==> src/rtl/part2_mac.sv <==
// Signed 10x10 multiply-accumulate into a 20-bit wrapping accumulator.
// Latency: 2 edges from a valid (a, b) pair to f/valid_out; one pair per cycle.
// No backpressure: every valid_in pair is accepted and accumulated exactly once.
module part2_mac #(
  parameter int IN_WIDTH  = 10,
  parameter int OUT_WIDTH = 20
) (
  input  logic                 clk,
  input  logic                 reset,
  input  logic [IN_WIDTH-1:0]  a,
  input  logic [IN_WIDTH-1:0]  b,
  input  logic                 valid_in,
  output logic [OUT_WIDTH-1:0] f,
  output logic                 valid_out
);

  // Stage 1: captured operands and their valid flag
  logic [IN_WIDTH-1:0]  a_q, a_d;
  logic [IN_WIDTH-1:0]  b_q, b_d;
  logic                 en_q, en_d;

  // Stage 2: accumulator and its update flag
  logic [OUT_WIDTH-1:0] f_q, f_d;
  logic                 vout_q, vout_d;

  // Operands sign-extended to the accumulator width so the product is a
  // full signed product, and the sum wraps naturally modulo 2^OUT_WIDTH.
  logic signed [OUT_WIDTH-1:0] a_ext;
  logic signed [OUT_WIDTH-1:0] b_ext;
  logic signed [OUT_WIDTH-1:0] prod;

  // Sign extension and multiply of the registered operands
  always_comb begin
    a_ext = $signed({{(OUT_WIDTH-IN_WIDTH){a_q[IN_WIDTH-1]}}, a_q});
    b_ext = $signed({{(OUT_WIDTH-IN_WIDTH){b_q[IN_WIDTH-1]}}, b_q});
    prod  = a_ext * b_ext;
  end

  // Next-state for both pipeline stages; operands and f hold when idle
  always_comb begin
    a_d    = a_q;
    b_d    = b_q;
    en_d   = valid_in;
    f_d    = f_q;
    vout_d = en_q;
    if (valid_in) begin
      a_d = a;
      b_d = b;
    end
    if (en_q) begin
      f_d = f_q + prod;
    end
  end

  // Pipeline registers; reset discards any pair still in flight
  always_ff @(posedge clk) begin
    if (reset) begin
      a_q    <= '0;
      b_q    <= '0;
      en_q   <= 1'b0;
      f_q    <= '0;
      vout_q <= 1'b0;
    end else begin
      a_q    <= a_d;
      b_q    <= b_d;
      en_q   <= en_d;
      f_q    <= f_d;
      vout_q <= vout_d;
    end
  end

  assign f         = f_q;
  assign valid_out = vout_q;

endmodule

==> config.mk <==
export PLATFORM = sky130hd
export DESIGN_NAME = part2_mac
export DESIGN_NICKNAME = d
export VERILOG_FILES = /design/src/rtl/part2_mac.sv
export SDC_FILE = /design/constraint.sdc
export NUM_CORES = 1
export LEC_CHECK = 0
export ABC_CLOCK_PERIOD_IN_PS = 10800
export BUFFER_PORTS_ARGS = -buffer_cell sky130_fd_sc_hd__buf_4
export CORE_ASPECT_RATIO = 0.7
export CORE_MARGIN = 2
export CORE_UTILIZATION = 50
export DETAILED_ROUTE_END_ITERATION = 7
export GPL_TIMING_DRIVEN = 0
export PLACE_DENSITY = 0.68
export SETUP_SLACK_MARGIN = 0.4
export SYNTH_ARGS = -nofsm -noshare
export SYNTH_HDL_FRONTEND = slang
export SYNTH_SLANG_ARGS = --single-unit
==> constraint.sdc <==
create_clock -name clk -period 10.8 [get_ports clk]
set_clock_uncertainty 0.1 [all_clocks]
set_input_delay 1.08 -clock clk [delete_from_list [all_inputs] [get_ports clk]]
set_output_delay 1.08 -clock clk [all_outputs]
set_load 0.05 [all_outputs]
---- Word-level counts from Yosys, hierarchy flattened ----
Index checks and enable logic that the tools add are counted.
storage, ports and cells
  bits in registers ....................... 42
  input bits .............................. 23
  output and inout bits ................... 21
  word-level logic and storage cells ...... 7
cells by class
  add/subtract/negate cells ............... 1
  multiply operators ...................... 1
operators by type and width
  operator                      number
  adder 20 bit                  1
  multiplier 10 x 10 -> 20 bit  1

---- Depth between registers and ports, before layout ----
  depth in word-level cells ............... 2
  depth in mapped cells ................... 21
  mapped depth without buffers ............ 20

---- Worst setup path before layout ----
No wires, ideal clock.
  kind .................................... reg2reg
  start ................................... reg b_q[2]
  end ..................................... reg f_q[17] (netlist: f[17])
  setup time .............................. 0.128 ns
  arrival time ............................ 4.870 ns
  data required time ...................... 10.572 ns
  setup slack ............................. 5.702 ns
  stages on the path, launching flop included .. 20
  path buffers ............................ 1
  clock period less this slack ............ 5.098 ns
  cells stage by stage .................... dfxtp_1 > clkbuf_1 > nand2_1 > fa_1 > inv_1 > fa_1 > fa_1 > fa_1 > inv_1 > fa_1 > inv_1 > ha_1 > and2_1 > a221oi_2 > nor3b_2 > o21ai_1 > a31oi_1 > xnor2_1 > mux2i_1 > nor2_1
on the way
  longest elaborated chain between the ends .. 2
RTL lines
  what                          line  RTL
  start, declared               19    logic [IN_WIDTH-1:0] b_q, b_d;
  start signal, assigned        59    b_q <= '0;
  start signal, assigned        65    b_q <= b_d;
  multiplier 10 x 10 -> 20 bit  36    prod = a_ext * b_ext;
  adder 20 bit                  51    f_d = f_q + prod;
  end signal, assigned          61    f_q <= '0;
  end signal, assigned          67    f_q <= f_d;
  end, declared                 23    logic [OUT_WIDTH-1:0] f_q, f_d;
No other way between the ends.
A chain may end at the register's enable or synchronous reset.

---- Final worst setup path ----
  start ................................... reg a_q[7]
  end ..................................... reg f_q[19] (netlist: f[19])
on the way
  longest elaborated chain between the ends .. 2
RTL lines
  what                          line  RTL
  start, declared               18    logic [IN_WIDTH-1:0] a_q, a_d;
  start signal, assigned        58    a_q <= '0;
  start signal, assigned        64    a_q <= a_d;
  multiplier 10 x 10 -> 20 bit  36
  adder 20 bit                  51
No other way between the ends.

==> results.md <==
* PD cells at 102 nW/µm²
* Placer congestion estimate at about 0.83
* Clock power frac at around a quarter
* # hold bufs at CTS at 0
* Static Leak at approximately 3.3 nW
* Synth top area share at between 30% and 40%
* Layout cell share with drive strength beyond 1 at 8.51%
* Total detailed-routing wirelength at approximately 13 mm
* Commonest non-fill, non-tap cell in the layout: inv_1
* Critical Path Sink Type: flop
* Largest net degree at the start of global routing at 16
* Vias in the first global route at between 4k and 5k
* Core Region at 11,800 µm²
* IO Count at between 40 and 50
* Final Hold Fails at 0
* Cell Area, Synth at 6050 µm²
* Final hold slack at approximately 400 ps
* Die Y at 96.1 µm
* Fin crit share at about 54%
* Final setup viols at 0
* Final Util at between 50% and 60%
* Setup bufs post-CTS at 0
* Max frequency at ~170 MHz
* Sequential share of the synthesized area at roughly 14%
* CTS resizes at 0
* Number of synthesized register bits at 42
* Syn_nets at between 800 and 900
* # diodes at 0
* Internal cell power at between 0.3 and 0.4 mW
* Switching Share at between 40% and 50%
* Root Driver: clkbuf_16
* Initial core utilization at 51.4%
* Min-Delay Path Class: flop to flop
* Setup TNS at 0 ps
* DP Area at 6560 µm²
* Routed length per instance at 15.3 µm
* Maxcap violations at 0
* Synth area leaders: fa_1 (36%), dfxtp_1 (14%), ha_1 (11%), inv_1 (9.7%), mux2i_1 (6.3%)
* GRT overflow at 0
* Initial DRC count at ~160
* H-tree lvl count at 2
* DPL Wire Length at 11.1 mm
* Share of power burned in registers at roughly a quarter
* Logic pwr share at 49.4%
* CTS tree: built
* DRT Pass-1 Iters at 4
* DR DRC count at 0
* Status: completed
* Vias/cell at 4.97
* Critical path fanouts, max at 10
* CTS clock-pin slew for the worst setup and hold paths at ~80 ps
* CP Class: flop to flop
* Area Overhead vs Synth at 10.8%
* Die area at between 10,000 and 15,000 µm²
* Max_slew headroom at 53.0%
* Final Max Tran Viols at 0
* Worst EP required at 10,860 ps
* # rows at 33
* Post-route cell area at ~6700 µm²
* Startpoint types: flop
* Number of I/O port buffers at slightly above 40
* Synth warn at 0
* Area leader, netlist: fa_1
* Netlist cell types at between 40 and 50
* Worst-skew pair later-pin latency at 300 ps
* Most frequent cells in the layout: inv_1 (157), fa_1 (109), nand2_1 (63)
* Post-Synthesis Cells at 656
* Antenna viol nets, final at 0
* P_sw at roughly 0.29 mW
* Clock net sink count at 42
* Global-route wire length before repair at about 22 mm
* WP data arrival at approximately 5900 ps
* TritonCTS Buffers at 5
* Max IR drop VDD at just under 0.08 mV
* Vias at around 4.3k
* Syn Area/Cell at a little over 9 µm²
* Min cycle time layout at 5810 ps
* GRT Total Usage at between 20% and 30%
* Die Width at 136 µm
* Initial antenna violation count at 0
* Unrepaired setup endpoints after global routing: false
* Worst-Margin Slew at roughly 710 ps
* Layout Nets at between 800 and 900
* Clk buf depth at 2
==> synth_stat cells (all sizes together) <==
master	n
nor4	1
nand2	63
xnor2	24
dfxtp	42
buf	4
and2	32
fa	109
a21o	4
nand2b	10
xor2	2
inv	157
o31ai	2
a211o	1
o21ai	7
ha	54
or3	1
nand3	1
a21oi	11
o22ai	1
o21bai	1
and3b	1
a2111o	1
and2b	2
a31oi	1
mux2i	38
clkbuf	26
a211oi	4
nor3b	1
o211ai	1
nor2b	2
o21a	1
and4b	1
a221oi	2
nor2	48
==> power by group through the flow <==
stage	sequential (mW)	clock (mW)	combinational, mW
5_1_grt	0.182	0.171	0.377
6_report	0.180	0.165	0.336
3_5_place_dp	0.183	0	0.331
2_1_floorplan	0.208	0	0.222
3_3_place_gp	0.183	0	0.322
4_1_cts	0.180	0.167	0.339
==> layer usage <==
layer  GRT usage [%]  routed length, µm
met1            33.3               6660
met5               0                  0
met2            35.0               5540
met3            4.79                842
met4            4.43                158
==> metrics by stage <==
| step | setup WS, ps | total power, mW | cells |
|---|---|---|---|
| 6_report | 4990 | 0.681 | 862 |
| 5_1_grt | 4720 | 0.730 | 862 |
| 4_1_cts | 5020 | 0.685 | 862 |
| 3_5_place_dp | 5070 | 0.515 | 854 |
| 3_3_place_gp | 5180 | 0.505 | 854 |
| 2_1_floorplan | 5700 | 0.430 | 656 |
==> final timing paths <==
| check | startpoint | to | slack [ps] | cells past startpoint |
|---|---|---|---|---|
| worst max-delay path | a_q[7]$_SDFFE_PP0P_ | f[19]$_SDFFE_PP0P_ | 4990 | 21 |
| worst max register to register | a_q[7]$_SDFFE_PP0P_ | f[19]$_SDFFE_PP0P_ | 4990 | 21 |
| worst min-delay path | b_q[1]$_SDFFE_PP0P_ | b_q[1]$_SDFFE_PP0P_ | 400 | 2 |
| worst min register to register | b_q[1]$_SDFFE_PP0P_ | b_q[1]$_SDFFE_PP0P_ | 400 | 2 |
==> cells by family after synthesis <==
family                     after synthesis  share of synthesized area [%]
DFF                                     42                           13.9
AOI/OAI and AO/OA                       37                           4.38
buffers and inverters                  187                           11.7
and+or+nand+nor                        163                           12.8
adders and majority gates              163                           47.2
xor gates and xnor gates                26                           3.76
muxes                                   38                           6.28
==> cell type report <==
| class | instances | area, µm² |
|---|---|---|
| plain buffers | 30 | 118 |
| clock buffers | 5 | 125 |
| clock inverters | 3 | 25.0 |
| fillers | 1049 | 5060 |
| inverters | 157 | 589 |
| multi-input cells | 427 | 4510 |
| flip-flops and latches | 42 | 841 |
| well taps | 157 | 196 |
| repair buffers | 41 | 308 |
==> sequential cells by signal (all words and copies together), names as in the netlist <==
signal     cells
f             20
a_q           10
b_q           10
en_q           1
valid_out      1
==> critical path, stage by stage (launching register included) <==
cell and delay [ps]:
dfxtp_1 320, clkbuf_1 420, nand2_1 160, fa_1 560, inv_1 60, fa_1 510
inv_1 60, fa_1 530, inv_1 50, fa_1 470, inv_1 50, fa_1 480
inv_1 50, ha_1 410, o211ai_1 120, a21oi_1 270, o22ai_2 200, o21ai_1 160
a21oi_1 120, o21ai_1 270, mux2i_1 240, a21oi_1 80
(Power assumes the default switching activity.)
